==> src/rtl/rr_req_queue.sv <==
// ---------------------------------------------------------------------------
// rr_req_queue
//
// Two-client request front-end for a two-way round-robin arbiter. Each client
// pushes WIDTH-bit tokens into its own DEPTH-entry circular FIFO. A non-empty
// FIFO raises its arbiter request line; each grant that lands on a non-empty
// FIFO pops one token, which is presented one cycle later on a registered
// output port tagged with its source client.
//
// Ports
//   clock, reset    : single clock, synchronous active-high reset
//   push0/1         : client write strobes
//   data0/1         : client tokens
//   full0/1         : FIFO holds DEPTH entries
//   ir0/1           : request to arbiter (FIFO non-empty)
//   ack0/1          : grant from arbiter
//   out_valid       : out_data carries a granted token this cycle
//   out_src         : 0 = token from client 0, 1 = from client 1
//   out_data        : granted token (holds when out_valid is low)
//   stale_cnt       : saturating count of grants that found their FIFO empty
//   ovf_err         : sticky, a push was dropped on a full FIFO
//   mutex_err       : sticky, both acks were seen high in the same cycle
// ---------------------------------------------------------------------------
module rr_req_queue #(
  parameter int WIDTH = 8,
  parameter int DEPTH = 4,
  parameter int CNT_W = 8
) (
  input  logic             clock,
  input  logic             reset,
  input  logic             push0,
  input  logic [WIDTH-1:0] data0,
  output logic             full0,
  input  logic             push1,
  input  logic [WIDTH-1:0] data1,
  output logic             full1,
  output logic             ir0,
  output logic             ir1,
  input  logic             ack0,
  input  logic             ack1,
  output logic             out_valid,
  output logic             out_src,
  output logic [WIDTH-1:0] out_data,
  output logic [CNT_W-1:0] stale_cnt,
  output logic             ovf_err,
  output logic             mutex_err
);

  // Pointers wrap naturally because DEPTH is a power of two; the count needs
  // one extra bit so it can represent DEPTH itself.
  localparam int PTR_W  = (DEPTH > 1) ? $clog2(DEPTH) : 1;
  localparam int OCC_W  = $clog2(DEPTH + 1);
  localparam logic [OCC_W-1:0] FULL_LVL = OCC_W'(DEPTH);
  localparam logic [PTR_W-1:0] PTR_ONE  = PTR_W'(1);
  localparam logic [OCC_W-1:0] OCC_ONE  = OCC_W'(1);

  // FIFO storage (not reset; only pointers and counts are)
  logic [WIDTH-1:0] mem0_q [DEPTH];
  logic [WIDTH-1:0] mem1_q [DEPTH];

  // FIFO bookkeeping
  logic [PTR_W-1:0] head0_q, head0_d, tail0_q, tail0_d;
  logic [PTR_W-1:0] head1_q, head1_d, tail1_q, tail1_d;
  logic [OCC_W-1:0] count0_q, count0_d, count1_q, count1_d;

  // Output and status registers
  logic             out_valid_q, out_valid_d;
  logic             out_src_q, out_src_d;
  logic [WIDTH-1:0] out_data_q, out_data_d;
  logic [CNT_W-1:0] stale_q, stale_d;
  logic             ovf_q, ovf_d;
  logic             mutex_q, mutex_d;

  // Decoded per-cycle events
  logic empty0, empty1;
  logic grant0, grant1;
  logic pop0, pop1;
  logic push_acc0, push_acc1;
  logic stale_hit;

  assign empty0 = (count0_q == '0);
  assign empty1 = (count1_q == '0);
  assign full0  = (count0_q == FULL_LVL);
  assign full1  = (count1_q == FULL_LVL);
  assign ir0    = ~empty0;
  assign ir1    = ~empty1;

  // A grant is only honoured when exactly one ack is high; both-high is a
  // protocol error and pops nothing.
  assign grant0 = ack0 & ~ack1;
  assign grant1 = ack1 & ~ack0;
  assign pop0   = grant0 & ~empty0;
  assign pop1   = grant1 & ~empty1;

  // A full FIFO can still take a push when a pop frees a slot the same cycle.
  assign push_acc0 = push0 & (~full0 | pop0);
  assign push_acc1 = push1 & (~full1 | pop1);

  // Grants can outlive the queue because of arbiter latency; count them.
  assign stale_hit = (grant0 & empty0) | (grant1 & empty1);

  // Next-state for the client 0 FIFO pointers and occupancy.
  always_comb begin
    head0_d  = head0_q;
    tail0_d  = tail0_q;
    count0_d = count0_q;
    if (pop0) begin
      head0_d = head0_q + PTR_ONE;
    end
    if (push_acc0) begin
      tail0_d = tail0_q + PTR_ONE;
    end
    if (push_acc0 && !pop0) begin
      count0_d = count0_q + OCC_ONE;
    end else if (pop0 && !push_acc0) begin
      count0_d = count0_q - OCC_ONE;
    end
  end

  // Next-state for the client 1 FIFO pointers and occupancy.
  always_comb begin
    head1_d  = head1_q;
    tail1_d  = tail1_q;
    count1_d = count1_q;
    if (pop1) begin
      head1_d = head1_q + PTR_ONE;
    end
    if (push_acc1) begin
      tail1_d = tail1_q + PTR_ONE;
    end
    if (push_acc1 && !pop1) begin
      count1_d = count1_q + OCC_ONE;
    end else if (pop1 && !push_acc1) begin
      count1_d = count1_q - OCC_ONE;
    end
  end

  // Output port: src/data hold their last value when nothing is popped.
  always_comb begin
    out_valid_d = pop0 | pop1;
    out_src_d   = out_src_q;
    out_data_d  = out_data_q;
    if (pop0) begin
      out_src_d  = 1'b0;
      out_data_d = mem0_q[head0_q];
    end else if (pop1) begin
      out_src_d  = 1'b1;
      out_data_d = mem1_q[head1_q];
    end
  end

  // Status: saturating stale-grant counter and the two sticky error flags.
  always_comb begin
    stale_d = stale_q;
    if (stale_hit && (stale_q != '1)) begin
      stale_d = stale_q + CNT_W'(1);
    end
    ovf_d   = ovf_q | (push0 & ~push_acc0) | (push1 & ~push_acc1);
    mutex_d = mutex_q | (ack0 & ack1);
  end

  // FIFO storage writes; the array is deliberately left out of reset.
  always_ff @(posedge clock) begin
    if (!reset && push_acc0) begin
      mem0_q[tail0_q] <= data0;
    end
    if (!reset && push_acc1) begin
      mem1_q[tail1_q] <= data1;
    end
  end

  // Control and output state with synchronous reset taking priority.
  always_ff @(posedge clock) begin
    if (reset) begin
      head0_q     <= '0;
      tail0_q     <= '0;
      count0_q    <= '0;
      head1_q     <= '0;
      tail1_q     <= '0;
      count1_q    <= '0;
      out_valid_q <= 1'b0;
      out_src_q   <= 1'b0;
      out_data_q  <= '0;
      stale_q     <= '0;
      ovf_q       <= 1'b0;
      mutex_q     <= 1'b0;
    end else begin
      head0_q     <= head0_d;
      tail0_q     <= tail0_d;
      count0_q    <= count0_d;
      head1_q     <= head1_d;
      tail1_q     <= tail1_d;
      count1_q    <= count1_d;
      out_valid_q <= out_valid_d;
      out_src_q   <= out_src_d;
      out_data_q  <= out_data_d;
      stale_q     <= stale_d;
      ovf_q       <= ovf_d;
      mutex_q     <= mutex_d;
    end
  end

  assign out_valid = out_valid_q;
  assign out_src   = out_src_q;
  assign out_data  = out_data_q;
  assign stale_cnt = stale_q;
  assign ovf_err   = ovf_q;
  assign mutex_err = mutex_q;

endmodule

==> config.mk <==
export PLATFORM = sky130hd
export DESIGN_NAME = rr_req_queue
export DESIGN_NICKNAME = d
export VERILOG_FILES = /design/src/rtl/rr_req_queue.sv
export SDC_FILE = /design/constraint.sdc
export NUM_CORES = 1
export LEC_CHECK = 0
export CAP_MARGIN = 20
export CORE_MARGIN = 4
export CORE_UTILIZATION = 40
export CTS_CLUSTER_SIZE = 16
export DETAILED_ROUTE_END_ITERATION = 16
export GPL_TIMING_DRIVEN = 1
export SLEW_MARGIN = 40
export SYNTH_ARGS = -nofsm -noshare
export SYNTH_HDL_FRONTEND = slang
export SYNTH_SLANG_ARGS = --single-unit
export TNS_END_PERCENT = 100
==> constraint.sdc <==
create_clock -name clock -period 2.6 [get_ports clock]
set_input_delay 0.26 -clock clock [delete_from_list [all_inputs] [get_ports clock]]
set_output_delay 0.26 -clock clock [all_outputs]
set_load 0.01 [all_outputs]
# ---- Word level (Yosys, flattened, before mapping)
# Memories as Yosys holds them, arrays and structs flattened. A register that Yosys moved wholly into a read port is not among the register bits.
# Index checks and enable logic that the tools add are counted.
# Widths: inputs -> output; s select.
dict set report totals {
  regBits 34
  mem_bits_rw 64
  output_inout_bits 24
  wordCells 84
  memories 2
}
# name words word_bits read_ports rd_ports_with_merged_regs wr line_no
set mem_list {}
lappend mem_list {mem0_q 4 8 1 1 1 58} ;# logic [WIDTH-1:0] mem0_q [DEPTH];
lappend mem_list {mem1_q 4 8 1 1 1 59} ;# logic [WIDTH-1:0] mem1_q [DEPTH];
dict set report classes {
  add_sub_neg 9
  eq_ne 3
  mux 14
  bitwise_logic 26
  n_reduce_logical 18
}
# cell count
set op_table {}
lappend op_table {{$mux 8} 2}
lappend op_table {{$mux 3} 4}
lappend op_table {{$and 1x1->1} 11}
lappend op_table {{$add 2x1->2 const B} 4}
lappend op_table {{$add 8x1->8 const B} 1}
lappend op_table {{$mux 2} 4}
lappend op_table {{$ne 8x8->1 const B} 1}
lappend op_table {{$not 1->1} 8}
lappend op_table {{$logic_and 1x1->1} 7}
lappend op_table {{$or 1x1->1} 7}
lappend op_table {{$add 3x1->3 const B} 2}
lappend op_table {{$eq 3x3->1 const B} 2}
lappend op_table {{$logic_not 3->1} 2}
lappend op_table {{$reduce_bool 2->1} 3}
lappend op_table {{$sub 3x1->3 const B} 2}
lappend op_table {{$logic_not 1->1} 5}
lappend op_table {{$mux 1} 4}
lappend op_table {{$reduce_or 2->1} 1}

# ---- Logic depth before layout (Yosys ltp)
# Gate-level depths: netlist of the first run.
dict set report logic_depth {
  ltp_word 9
  ltp_mapped 11
}

# ---- Worst setup path after synthesis of the first run
# No wires, ideal clock.
dict set report synth_timing {
  kind {flip-flop to flip-flop}
  startpoint {register count1_q[0]}
  endpoint {register count1_q[2]}
  arrival_time_ns 2.189
  path_slack_ns 0.341
  stages_incl_launch_ff 12
  path_buffers 1
  synth_period_minus_slack_ns 2.259
  cell_sequence {dfxtp_1 nor3_2 inv_1 and2_1 buf_2 inv_1 ha_1 inv_1 fa_1 xor2_1 or3_1 a21oi_1}
}
dict set report synth_between {
  elab_chain_len 8
  word_cells_on_any_way 16
}
# element line_no
set synth_lines {}
lappend synth_lines {{start, declared} 64} ;# logic [OCC_W-1:0] count0_q, count0_d, count1_q, count1_d;
lappend synth_lines {{start signal, assigned} 193} ;# count1_q <= count1_d;
lappend synth_lines {{$logic_not 3->1 *} 82} ;# assign empty1 = (count1_q == '0);
lappend synth_lines {{$not 1->1 *} --}
lappend synth_lines {{net ir1} 38} ;# output logic ir1,
lappend synth_lines {{$and 1x1->1 *} 93} ;# assign pop1 = grant1 & ~empty1;
lappend synth_lines {{$or 1x1->1} 97} ;# assign push_acc1 = push1 & (~full1 | pop1);
lappend synth_lines {{$and 1x1->1} 97}
lappend synth_lines {{$logic_not 1->1} 133} ;# end else if (pop1 && !push_acc1) begin
lappend synth_lines {{$logic_and 1x1->1} 133}
lappend synth_lines {{$reduce_bool 2->1 (no source line)} --}
# Mark *: on every way through the listed nets, which the timed path passes. The rest lies on a longest branch. The select of a mux whose other input is x is not followed.
# A chain may end at the register's enable or synchronous reset.

# ---- Worst setup path after layout of the first run
dict set report layout_timing {
  startpoint {register count0_q[0]}
  endpoint {register count0_q[2]}
}
dict set report layout_between {
  elab_chain_len 8
  word_cells_on_any_way 16
}
# element line_no
set layout_lines {}
lappend layout_lines {{start, declared} 64}
lappend layout_lines {{start signal, assigned} 190} ;# count0_q <= count0_d;
lappend layout_lines {{$logic_not 3->1} 81} ;# assign empty0 = (count0_q == '0);
lappend layout_lines {{$not 1->1} 92} ;# assign pop0 = grant0 & ~empty0;
lappend layout_lines {{$and 1x1->1} 92}
lappend layout_lines {{$or 1x1->1} 96} ;# assign push_acc0 = push0 & (~full0 | pop0);
lappend layout_lines {{$and 1x1->1} 96}
lappend layout_lines {{$logic_not 1->1} 115} ;# end else if (pop0 && !push_acc0) begin
lappend layout_lines {{$logic_and 1x1->1} 115}
lappend layout_lines {{$reduce_bool 2->1 (no source line)} --}
# Several ways; a longest one is shown, not always the timed one. The select of a mux whose other input is x is not followed.

==> metrics.md, run 1 <==
| Metric | Value |
|---|---|
| Unique masters post-synth | `38` |
| Initial antenna violation count | `0` |
| Cell count after synthesis | `284` |
| Area grow syn2layout | `19.8%` |
| Slew @ Worst Pin | `0.579 ns` |
| Largest net degree at the start of global routing | `26` |
| Post-Syn Area | `4130 um2` |
| Setup ws final | `0.379 ns` |
| Area contributors post-synth | `edfxtp_1 47%, dfxtp_1 18%, mux4_2 8.7%` |
| Initial drt markers | `95` |
| CTS Buf Count | `9` |
| Met1 usage | `17.8%` |
| Number of max-cap violations | `0` |
| Final HPWL DP | `5.53 mm` |
| Core area | `9910 um2` |
| Wire per inst | `16.2 um` |
| Total gr overflow | `0` |
| Worst Path Arrival | `2.51 ns` |
| Clock buffer depth | `2` |
| #FFs+latches synth | `102` |
| FF+latch area | `2680 um2` |
| Clock Skew | `0.0117 ns` |
| Net Count, Synth | `319` |
| WP data required | `2.89 ns` |
| CTS Hold Buffers Added | `0` |
| Top FF cell, synth | `edfxtp_1` |
| First-pass GRT wire length | `12.4 mm` |
| Antenna-violating nets left | `0` |
| Ratio of cells with drive above 1 in the final layout | `14.4%` |
| Gates resized, CTS repair | `0` |
| Drc violations | `0` |
| Worst Hold Slack | `0.459 ns` |
| First-pass DRT Iterations | `4` |
| Layout fillers | `882` |
| Multi-input logic area | `1330 um2` |
| Setup TNS | `0 ns` |
| Pwr dens | `825 nW/um2` |
| Min-delay src | `out_data[7]$_SDFFE_PP0P_` |
| Number of I/O port buffers | `45` |
| Reg2reg setup slack | `0.38 ns` |
| Post-route minimum period | `2.22 ns` |
| Setup Crit Path Kind | `flop to flop` |
| Post-synth top area cell | `edfxtp_1` |
| Vias in the first global route | `2384` |
| R2r startpoint | `count0_q[0]$_SDFFE_PP0P_` |
| Yosys warns | `0` |
| Worst setup EP type | `flop` |
| Final hold vios | `0` |
| Share of the synthesized area in the top cell type | `46.6%` |
| Vias | `2341` |
| Clk pin slew, worst setup/hold paths | `0.11 ns` |
| Routability cong. | `0.710` |
| CTS tree | `done` |
| Pleak | `1.69 nW` |
| Synth top cells by count | `64 x edfxtp_1, 38 x dfxtp_1, 27 x nor2_1` |
| Worst hold path type | `flop to flop` |
| Final period util | `85.4%` |
| Die X | `110 um` |
| Count of flip-flops with a built-in enable after synthesis | `64` |
| Clk sink count | `102` |
| H-tree depth | `3` |
| Starting Density | `41.6%` |
| Global routing usage on met3 | `3.46%` |
| Clk_lat worst skew | `0.36 ns` |
| Drt via density | `4.95` |
| Max frequency | `0.450 GHz` |
| Max-slew headroom | `61.4%` |
| Peak supply drop | `0.436 mV` |
| Dpl ws | `0.0696 ns` |
| Clock root cell | `clkbuf_8` |
| Nets@finish | `370` |
| Pins Over Slew Limit | `0` |
| Sequential area share after synthesis | `65.0%` |
| Post-CTS setup buffers | `0` |
| Post-Syn Area per Cell | `14.5 um2` |
| Antenna Cells | `0` |
| Status | `complete, no violations` |
| Crit. Startpoint | `count0_q[0]$_SDFFE_PP0P_` |
| GRT Util Overall | `13.9%` |
| Endpoints failing setup | `0` |
| Met2 Use GR | `23.6%` |
| Critical path startpoint category | `flop` |
| Drt total wl | `7.67 mm` |
| Die height | `110 um` |
| Die area | `12000 um2` |
| Count leader, synth | `edfxtp_1` |
| CP Max Fanout | `4` |
| RSZ-0062 raised after global routing | `no` |
| Ys async rst share | `0%` |
| Pwr Total | `4.08 mW` |
| Rows | `36` |
| Busiest grt layer | `met2` |
| I/O pin cnt | `46` |
registers in the layout, summed over array words and instances, names as in the netlist, named ones only:
name       flops
count0_q       3
count1_q       3
head0_q        2
head1_q        2
mem0_q        32
mem1_q        32
mutex_err      1
out_data       8
out_src        1
out_valid      1
ovf_err        1
stale_cnt      8
tail0_q        2
tail1_q        2
through the flow:
stage,util (%),cell area (um2),std cells
floorplan,-,4130,284
detailed placement,47.8,4730,457
global route,49.9,4940,473
CTS,49.9,4940,473
global placement,47.8,4730,457
finish,49.9,4940,473
worst paths after layout:
kind | to | cells after the start
min | out_data[7]$_SDFFE_PP0P_ | 2
min reg2reg | out_data[7]$_SDFFE_PP0P_ | 2
max | count0_q[2]$_SDFFE_PP0P_ | 10
max reg2reg | count0_q[2]$_SDFFE_PP0P_ | 10
kinds of logic (layout without fill, tap and decap cells):
kind of cell,after synthesis,after routing,share of synthesized area (%)
XOR/XNOR,10,10,2.12
AO/OA/AOI/OAI,35,35,5.64
adder cells (fa/ha/maj),13,13,4.31
AND/OR/NAND/NOR,74,74,9.49
buffers and inverters,26,82,2.67
multiplexers,24,24,10.8
flip-flops,102,102,65.0
cells in the final DEF, fill, tap and decap left out, types with 4 or more instances in the layout:
master and count:
nor2_1 27, nand3_1 6, a21oi_1 15, xor2_1 6, ha_1 11, buf_4 6, nand2_1 9, edfxtp_1 64
mux4_2 16, mux2i_1 5, a22oi_1 8, xnor2_1 4, and2_1 10, dfxtp_1 38, clkbuf_8 9, clkdlybuf4s50_1 45
inv_1 15
metal layers:
| layer | part of all wire (%) | vias up | wire length (um) |
|---|---|---|---|
| met2 | 49 | 42 | 3790 |
| li1 | - | 1145 | - |
| met5 | 0 | - | 0 |
| met4 | 0.98 | 0 | 75 |
| met1 | 46 | 1148 | 3510 |
| met3 | 3.9 | 6 | 297 |
worst max-delay path, cell delays in order (launching register included):
cell	delay (ns)
dfxtp_1	0.37
nor3_2	0.23
inv_1	0.14
and2_1	0.17
inv_1	0.05
ha_1	0.17
inv_1	0.06
fa_1	0.37
xor2_1	0.16
or3_1	0.31
a21oi_1	0.14
where the power goes:
group / switching, mW / internal (mW) / total, mW / leakage [nW]
registers: 0.161 / 1.91 / 2.07 / 0.891
logic: 0.467 / 0.501 / 0.968 / 0.695
clock network: 0.576 / 0.465 / 1.04 / 0.100
area by class of cell:
| class | instances | area share [%] |
|---|---|---|
| inverters | 15 | 1.14 |
| well taps | 133 | 3.37 |
| flip-flops and latches | 102 | 54.3 |
| multi-input cells | 156 | 27.0 |
| repair buffers | 51 | 10.0 |
| clock buffers | 9 | 2.51 |
| clock inverters | 7 | 1.72 |
No activity file was read; power rests on OpenSTA's default activity.
==> run 2, diff against run 1 <==
--- a/config.mk
+++ b/config.mk
@@ -6,11 +6,14 @@
 export NUM_CORES = 1
 export LEC_CHECK = 0
 export CAP_MARGIN = 20
-export CORE_MARGIN = 4
+export CELL_PAD_IN_SITES_DETAIL_PLACEMENT = 1
+export CELL_PAD_IN_SITES_GLOBAL_PLACEMENT = 1
+export CORE_MARGIN = 3
 export CORE_UTILIZATION = 40
 export CTS_CLUSTER_SIZE = 16
 export DETAILED_ROUTE_END_ITERATION = 16
 export GPL_TIMING_DRIVEN = 1
+export PLACE_DENSITY_LB_ADDON = 0.1
 export SLEW_MARGIN = 40
 export SYNTH_ARGS = -nofsm -noshare
 export SYNTH_HDL_FRONTEND = slang
==> run 2 against run 1 <==
Net effect: flip-flop and latch count unchanged; sequential power about the same; count of clock-buffer cells in the layout up 1.
==> metrics.md, run 2 (synthesized netlist as in run 1, its figures left out) <==
| Metric | Value |
|---|---|
| Final hold vios | `0` |
| Status | `complete, no violations` |
| Post-route minimum period | `2.27 ns` |
| Clk sink count | `102` |
| CTS Buf Count | `9` |
| Drc violations | `0` |
| Setup Crit Path Kind | `flop to flop` |
| Area grow syn2layout | `19.3%` |
| Number of max-cap violations | `0` |
| Clk_lat worst skew | `0.37 ns` |
| Clock Skew | `0.0171 ns` |
| Ratio of cells with drive above 1 in the final layout | `14.4%` |
| CTS tree | `done` |
| Final HPWL DP | `5.71 mm` |
| Setup ws final | `0.333 ns` |
| Drt via density | `5.01` |
| Die area | `11600 um2` |
| Nets@finish | `371` |
| Pins Over Slew Limit | `0` |
| CTS Hold Buffers Added | `0` |
| First-pass DRT Iterations | `4` |
| GRT Util Overall | `15.2%` |
| Clock buffer depth | `2` |
| Most common cell after layout, fill and taps aside | `edfxtp_1` |
| Core area | `9910 um2` |
| Worst hold path type | `flop to flop` |
| Die height | `108 um` |
| Antenna-violating nets left | `0` |
| Post-CTS setup buffers | `0` |
| Antenna Cells | `0` |
| Endpoints failing setup | `0` |
| Clock root cell | `clkbuf_8` |
| Dpl ws | `0.0831 ns` |
| Clk pin slew, worst setup/hold paths | `0.10 ns` |
| Die X | `108 um` |
| Max frequency | `0.441 GHz` |
| Setup TNS | `0 ns` |
| Final period util | `87.2%` |
| RSZ-0062 raised after global routing | `no` |
| H-tree depth | `3` |
| Biggest regs | `mem0_q: 32 flops, mem1_q: 32 flops` |
| Slew @ Worst Pin | `0.559 ns` |
| Critical path startpoint category | `flop` |
| Vias | `2377` |
| Initial drt markers | `123` |
| Pwr dens | `806 nW/um2` |
| Starting Density | `41.6%` |
| Pleak | `1.68 nW` |
| CP Max Fanout | `4` |
| Number of I/O port buffers | `45` |
| First-pass GRT wire length | `13.2 mm` |
| Worst setup EP type | `flop` |
| Rows | `36` |
| Peak supply drop | `0.295 mV` |
| Worst Path Arrival | `2.56 ns` |
| Max-slew headroom | `62.6%` |
| Most frequent cells in the layout | `64 x edfxtp_1, 45 x clkdlybuf4s50_1, 38 x dfxtp_1` |
| Drt total wl | `7.99 mm` |
| I/O pin cnt | `46` |
| Vias in the first global route | `2482` |
| Gates resized, CTS repair | `0` |
| Initial antenna violation count | `0` |
| Largest net degree at the start of global routing | `22` |
| Routability cong. | `0.733` |
| WP data required | `2.90 ns` |
| Total gr overflow | `0` |
| Wire per inst | `16.9 um` |
## run 2: critical path, cell delays in order (launching register included)
cell,delay (ns)
dfxtp_1,0.37
nor3_2,0.24
inv_1,0.15
and2_1,0.18
inv_1,0.05
ha_1,0.18
inv_1,0.06
fa_1,0.37
xor2_1,0.16
or3_1,0.31
a21oi_1,0.14
## run 2: per-stage QoR
| step | instance area, um2 | power [mW] | hold WS (ns) | utilization [%] | cells |
|---|---|---|---|---|---|
| finish | 4920 | 3.97 | 0.466 | 49.7 | 474 |
| global route | 4920 | 4.24 | 0.493 | 49.7 | 474 |
| floorplan | 4130 | 2.69 | 0.359 | - | 284 |
| detailed placement | 4740 | 3.10 | 0.456 | 47.9 | 458 |
| CTS | 4920 | 4.04 | 0.472 | 49.7 | 474 |
| global placement | 4740 | 3.08 | 0.446 | 47.9 | 458 |
## run 2: final timing paths
check	startpoint	to	slack (ns)	depth (start not counted)
max	count0_q[0]$_SDFFE_PP0P_	count0_q[2]$_SDFFE_PP0P_	0.33	10
min reg2reg	out_data[4]$_SDFFE_PP0P_	out_data[4]$_SDFFE_PP0P_	0.47	2
min	out_data[4]$_SDFFE_PP0P_	out_data[4]$_SDFFE_PP0P_	0.47	2
max reg2reg	count0_q[0]$_SDFFE_PP0P_	count0_q[2]$_SDFFE_PP0P_	0.33	10
## run 2: where the power goes
group | switching (mW) | internal [mW] | total, mW | leakage [nW]
Combinational | 0.469 | 0.507 | 0.977 | 0.700
Sequential | 0.164 | 1.91 | 2.07 | 0.891
Clock | 0.557 | 0.365 | 0.922 | 0.0865
Total | 1.19 | 2.78 | 3.97 | 1.68
## run 2: cell type report
class                           instances  area, um2
Clock inverter                          6       55.1
Multi-Input combinational cell        156       1330
Inverter                               15       56.3
Sequential cell                       102       2680
Clock buffer                           10        128
Fill cell                            1004       4980
Timing Repair Buffer                   52        503
Tap cell                              133        166
## run 2: per-layer routing
layer | share of wire [%] | global-route usage (%) | routed length, um
met2 | 50 | 25.4 | 4030
met3 | 3.0 | 4.20 | 236
met4 | 0.90 | 4.06 | 72
met1 | 46 | 19.5 | 3650
met5 | 0 | 0 | 0
